==> config.mk <==
export PLATFORM = sky130hd
export DESIGN_NAME = player_laser_ctrl
export DESIGN_NICKNAME = d
export VERILOG_FILES = /design/src/rtl/player_laser_ctrl.sv
export SDC_FILE = /design/constraint.sdc
export NUM_CORES = 1
export LEC_CHECK = 0
export BUFFER_PORTS_ARGS = -buffer_cell sky130_fd_sc_hd__buf_2
export CAP_MARGIN = 20
export CORE_MARGIN = 2
export CORE_UTILIZATION = 54
export CTS_CLUSTER_SIZE = 30
export DETAILED_ROUTE_END_ITERATION = 10
export PLACE_DENSITY_LB_ADDON = 0.12
export SYNTH_ARGS = -nofsm -noshare
export SYNTH_HDL_FRONTEND = slang
export SYNTH_SLANG_ARGS = --single-unit
==> constraint.sdc <==
create_clock -name clk_i -period 3.1 [get_ports clk_i]
set_clock_uncertainty 0.2 [all_clocks]
set_input_delay 0.155 -clock clk_i [delete_from_list [all_inputs] [get_ports clk_i]]
set_output_delay 0.155 -clock clk_i [all_outputs]
set_load 0.05 [all_outputs]
==> src/rtl/player_laser_ctrl.sv <==
// player_laser_ctrl: single player laser slot -- spawn on fire edge, paced upward flight, retire on hit/top, cooldown
module player_laser_ctrl #(
    parameter int tick_div_p = 250000,
    parameter int speed_p    = 8,
    parameter int top_p      = 16,
    parameter int spawn_y_p  = 440,
    parameter int cooldown_p = 4
) (
    input  logic       clk_i,
    input  logic       reset_i,
    input  logic       fire_i,
    input  logic [9:0] gun_pos_i,
    input  logic       freeze_i,
    input  logic       clear_i,
    input  logic       hit_i,
    output logic       laser_active_o,
    output logic [9:0] laser_x_o,
    output logic [9:0] laser_y_o,
    output logic       spawn_o,
    output logic [7:0] shots_o,
    output logic [2:0] state_o
);
    localparam int tw_c = tick_div_p > 1 ? $clog2(tick_div_p) : 1;
    localparam int cw_c = $clog2(cooldown_p + 2);
    typedef enum logic [2:0] {IDLE = 3'b001, FLYING = 3'b010, COOLDOWN = 3'b100} state_t;
    state_t state, state_n;
    logic [tw_c-1:0] tick_cnt;
    logic [cw_c-1:0] cd, cd_n;
    logic [9:0] x, y, x_n, y_n;
    logic [7:0] shots, shots_n;
    logic spawn, spawn_n, fire_q, tick, fire_edge;
    assign tick      = !freeze_i && tick_cnt == tw_c'(tick_div_p - 1);
    assign fire_edge = fire_i & ~fire_q;
    always_ff @(posedge clk_i) begin
        if (reset_i) begin
            state    <= IDLE;
            tick_cnt <= '0;
            cd       <= '0;
            x        <= '0;
            y        <= '0;
            shots    <= '0;
            spawn    <= 1'b0;
            fire_q   <= 1'b0;
        end else begin
            state    <= state_n;
            tick_cnt <= freeze_i ? tick_cnt : (tick ? '0 : tick_cnt + 1'b1);
            cd       <= cd_n;
            x        <= x_n;
            y        <= y_n;
            shots    <= shots_n;
            spawn    <= spawn_n;
            fire_q   <= fire_i;
        end
    end
    // freeze gates every transition; clear and illegal encodings fall back to IDLE regardless
    always_comb begin
        state_n = state;
        cd_n    = cd;
        x_n     = x;
        y_n     = y;
        shots_n = shots;
        spawn_n = 1'b0;
        if (clear_i) state_n = IDLE;
        else case (state)
            IDLE: if (!freeze_i && fire_edge) begin
                state_n = FLYING;
                x_n     = gun_pos_i;
                y_n     = 10'(spawn_y_p);
                shots_n = shots + 8'(shots != 8'hff);
                spawn_n = 1'b1;
            end
            FLYING: if (!freeze_i && hit_i) begin
                state_n = COOLDOWN;
                cd_n    = cw_c'(cooldown_p);
            end else if (tick) begin
                if ({1'b0, y} < 11'(top_p + speed_p)) begin
                    state_n = COOLDOWN;
                    cd_n    = cw_c'(cooldown_p);
                end else y_n = y - 10'(speed_p);
            end
            COOLDOWN: if (!freeze_i && cd == '0) state_n = IDLE;
                else if (tick) cd_n = cd - 1'b1;
            default: state_n = IDLE;
        endcase
    end
    assign laser_active_o = state == FLYING;
    assign laser_x_o      = x;
    assign laser_y_o      = y;
    assign spawn_o        = spawn;
    assign shots_o        = shots;
    assign state_o        = state;
endmodule

==> flow_results.xml <==
<?xml version="1.0" encoding="UTF-8"?>
<metrics>
  <group name="sta">
    <metric name="fin_setup_tns" unit="ns">0</metric>
    <metric name="worst_pin_slew" unit="ns">0.721</metric>
    <metric name="rsz0062_at_grt" unit="">false</metric>
    <metric name="achievable-frequency" unit="MHz">364</metric>
    <metric name="fin_crit" unit="ns">2.74</metric>
    <metric name="relSlewSlack" unit="%">51.9</metric>
    <metric name="setup_viol_count_final" unit="">0</metric>
    <metric name="finalHoldViolCount" unit="">0</metric>
    <metric name="timing_max_transition_violations_final" unit="">0</metric>
    <metric name="final.period_utilization" unit="%">88.5</metric>
  </group>
  <group name="synthesis">
    <metric name="synth_top_flop_cell" unit="">dfxtp_1</metric>
    <metric name="proportion_of_synthesized_area_in_mux_cells" unit="%">5.01</metric>
    <metric name="yosysSeqAreaShare" unit="%">42.6</metric>
    <metric name="synth-warning-count" unit="">0</metric>
    <metric name="synth_edf_count" unit="">0</metric>
    <metric name="postSynthCellCount" unit="">270</metric>
    <metric name="synth_seq_cells" unit="">51</metric>
    <metric name="syn_avg_cell_area" unit="sq um">8.88</metric>
    <metric name="ys_types" unit="">47</metric>
    <metric name="synth_top_family_by_area" unit="">simple AND/OR/NAND/NOR gates</metric>
    <metric name="synth_area" unit="sq um">2400</metric>
    <metric name="synth_simple_gate_area_share" unit="%">27.9</metric>
    <metric name="synth-adder-area-share" unit="%">3.13</metric>
    <metric name="post_synth_xor_area_fraction" unit="%">8.03</metric>
    <metric name="synthArstFlopShare" unit="%">0</metric>
    <metric name="synth_compound_area_share" unit="%">9.18</metric>
  </group>
  <group name="critical_path">
    <metric name="rr_worst_depth" unit="">5</metric>
    <metric name="cp_cell_sequence" unit="">or4b_1 &gt; or4_1 &gt; nor4_4 &gt; a311oi_1 &gt; nor4_2</metric>
    <metric name="cpPeakStageDelay" unit="ns">0.66</metric>
    <metric name="critPathRequiredTime" unit="ns">3.12</metric>
    <metric name="critical_path.startpoint_type" unit="">flip-flop</metric>
    <metric name="timing_worst_setup_path_type" unit="">flip-flop to flip-flop</metric>
    <metric name="timing.critical_path.arrival" unit="ns">2.77</metric>
    <metric name="cp-end-kind" unit="">flip-flop</metric>
    <metric name="worst_path_max_delay_cell" unit="">or4_1</metric>
    <metric name="critical_path.max_fanout" unit="">9</metric>
  </group>
  <group name="pwr">
    <metric name="cellInternalPower" unit="mW">0.957</metric>
    <metric name="pwr_density_cell" unit="nW/um^2">444</metric>
    <metric name="comb_power_share" unit="%">10.1</metric>
    <metric name="seqPwrFrac" unit="%">52.7</metric>
    <metric name="max-vdd-ir-drop" unit="uV">344</metric>
    <metric name="power_switching" unit="mW">0.326</metric>
    <metric name="switching_part_of_the_total" unit="%">25.4</metric>
    <metric name="share_clk_of_total_power" unit="%">37.1</metric>
    <metric name="static-leakage-power" unit="nW">1.16</metric>
  </group>
  <group name="layout">
    <metric name="regArea" unit="sq um">1020</metric>
    <metric name="multi_input_area" unit="sq um">1290</metric>
    <metric name="layout.core_utilization" unit="%">66.9</metric>
    <metric name="commonest_non_fill_non_tap_cells_in_the_layout" unit="">52 x nor2_1, 51 x dfxtp_1, 45 x buf_2, 13 x dlygate4sd3_1</metric>
    <metric name="num_antenna_cells" unit="">0</metric>
    <metric name="layout_commonest_cell" unit="">nor2_1</metric>
    <metric name="post_route_cells_drive_above_1_share" unit="%">19.3</metric>
    <metric name="num-nets-final" unit="">347</metric>
    <metric name="nFillCells" unit="">373</metric>
    <metric name="synth_to_final_area_change" unit="%">20.6</metric>
  </group>
  <group name="clock_network">
    <metric name="clock_pin_slew_worst_setup_and_hold_paths" unit="ns">0.10</metric>
    <metric name="cts_setup_buffers" unit="">0</metric>
    <metric name="clk_root_buffer_cell" unit="">clkbuf_8</metric>
    <metric name="insertion_delay" unit="ns">0.31</metric>
    <metric name="tritoncts_clock_tree" unit="">built</metric>
    <metric name="number_of_buffers_added_by_the_clock_tree_synthesis_step" unit="">5</metric>
    <metric name="clk_path_buf_depth" unit="">2</metric>
    <metric name="cts-hold-fix-buffers" unit="">13</metric>
    <metric name="clock_sinks" unit="">51</metric>
    <metric name="h-tree-depth" unit="">2</metric>
    <metric name="count_of_instances_resized_after_the_clock_tree_is_built" unit="">0</metric>
  </group>
  <group name="grt">
    <metric name="grt_max_degree" unit="">40</metric>
    <metric name="initial_antenna_violation_count" unit="">0</metric>
    <metric name="grt_usage" unit="%">20.2</metric>
    <metric name="grt_pass1_wl" unit="um">8290</metric>
    <metric name="vias_in_the_first_global_route" unit="">1912</metric>
    <metric name="grt-ovfl-total" unit="">0</metric>
  </group>
  <group name="floorplan">
    <metric name="die_area" unit="sq um">4990</metric>
    <metric name="num_rows" unit="">24</metric>
    <metric name="initial_core_util" unit="%">55.5</metric>
    <metric name="ioPinCount" unit="">49</metric>
    <metric name="overall_die_width" unit="um">70.6</metric>
    <metric name="design.core.area" unit="sq um">4320</metric>
    <metric name="floorplan.die.height" unit="um">70.6</metric>
  </group>
  <group name="placed_design">
    <metric name="gp_congestion" unit="">0.797</metric>
    <metric name="detailedPlacementHpwl" unit="um">3250</metric>
    <metric name="port_buffers" unit="">45</metric>
  </group>
  <group name="detailed_routing">
    <metric name="initialDrtViolationCount" unit="">129</metric>
    <metric name="detail_route.first_pass.iterations" unit="">4</metric>
    <metric name="route.final.wire_length" unit="um">4890</metric>
    <metric name="postRouteAntennaNets" unit="">0</metric>
    <metric name="wl_per_cell" unit="um">12.9</metric>
    <metric name="vias" unit="">2033</metric>
    <metric name="drc_errors" unit="">0</metric>
    <metric name="viasPerCell" unit="">5.38</metric>
  </group>
  <group name="worst_hold_path">
    <metric name="hp-class" unit="">input pin to flip-flop</metric>
    <metric name="hold_path_depth" unit="">2</metric>
  </group>
  <group name="run_status">
    <metric name="run_status" unit="">finished, final reports clean</metric>
  </group>
  <group name="run">
    <metric name="max_cap_violations" unit="">0</metric>
  </group>
</metrics>
==> flip-flops by register name, indices dropped and copies added, names as in the netlist <==
signal	cells
laser_y_o	7
state_o	3
cd	3
laser_x_o	10
tick_cnt	18
fire_q	1
spawn_o	1
shots_o	8
==> kinds of logic (layout without fill, tap and decap cells) <==
logic type               Yosys count  in the layout
AO/OA/AOI/OAI                     31             31
XOR/XNOR                          22             22
adder cells (fa/ha/maj)            6              6
buffers and inverters             22             76
flip-flops                        51             51
multiplexers                      12             12
other                              1              3
AND/OR/NAND/NOR                  125            125
==> power by group through the flow <==
stage / logic, mW / registers, mW / clock network (mW)
floorplan: 0.0613 / 0.720 / 0
global placement: 0.115 / 0.691 / 0
detailed placement: 0.117 / 0.691 / 0
CTS: 0.129 / 0.676 / 0.486
global route: 0.140 / 0.678 / 0.511
finish: 0.130 / 0.676 / 0.476
==> metal layers <==
metal  wire, um  part of all wire (%)  vias to the layer above  track usage [%]
met5          0                     0                        -                0
met4         56                   1.1                        0             6.50
met3        212                   4.3                        4             4.13
met2       2320                    47                       49             34.7
met1       2300                    47                      931             25.7
li1           -                     -                     1049                -
==> stage by stage <==
step	cell area [sq um]	power, mW	instances	hold slack (ns)	worst slack, ns
6_report	2890	1.28	378	0.174	0.356
4_1_cts	2890	1.29	378	0.181	0.364
5_1_grt	2890	1.33	378	0.199	0.192
2_1_floorplan	2410	0.781	272	0.0343	0.529
3_5_place_dp	2650	0.808	357	0.205	0.368
3_3_place_gp	2650	0.807	357	0.187	0.398
==> worst max-delay path, delay by kind of cell (launching register included) <==
kind	cells	cell delay [ns]
and+or+nand+nor	4	1.93
DFF	1	0.36
AOI/OAI and AO/OA	1	0.18
==> layout make-up <==
type	instances	area share, %
inverters	8	1.04
repair buffers	60	12.8
well taps	52	2.25
clock inverters	3	1.64
multi-input cells	199	44.6
flip-flops and latches	51	35.3
clock buffers	5	2.38
==> cell usage after synthesis (2+ instances only) <==
cell,count,area (sq um)
or3b_2,3,26.3
buf_2,2,10.0
nor2_1,52,195
nand4_1,10,62.6
clkbuf_1,9,33.8
mux2i_1,12,120
and3_1,4,25.0
a311oi_1,2,17.5
and4_1,3,26.3
o31ai_1,2,15.0
o21a_1,7,52.6
a31oi_1,3,18.8
ha_1,6,75.1
xnor2_1,10,87.6
xor2_1,12,105
buf_4,3,22.5
nor3b_1,2,15.0
nand3_1,7,35.0
nand2_1,11,41.3
inv_1,8,30.0
a21oi_1,6,30.0
nor4_1,2,12.5
dfxtp_1,51,1020
nand2b_1,3,18.8
o21ai_0,3,15.0
or4b_1,2,20.0
and2_1,2,12.5
nand4b_1,2,17.5
nor2b_1,5,31.3
nor3_1,9,45.0
==> path summary, 6_finish.rpt <==
path	slack (ns)	end	startpoint
worst min register to register	0.28	cd[0]	cd[0]
worst max-delay path	0.36	laser_y_o[8]	tick_cnt[5]
worst min-delay path	0.17	tick_cnt[2]	reset_i
worst max register to register	0.36	laser_y_o[8]	tick_cnt[5]
Note: power is estimated with default switching activity, not from simulation.
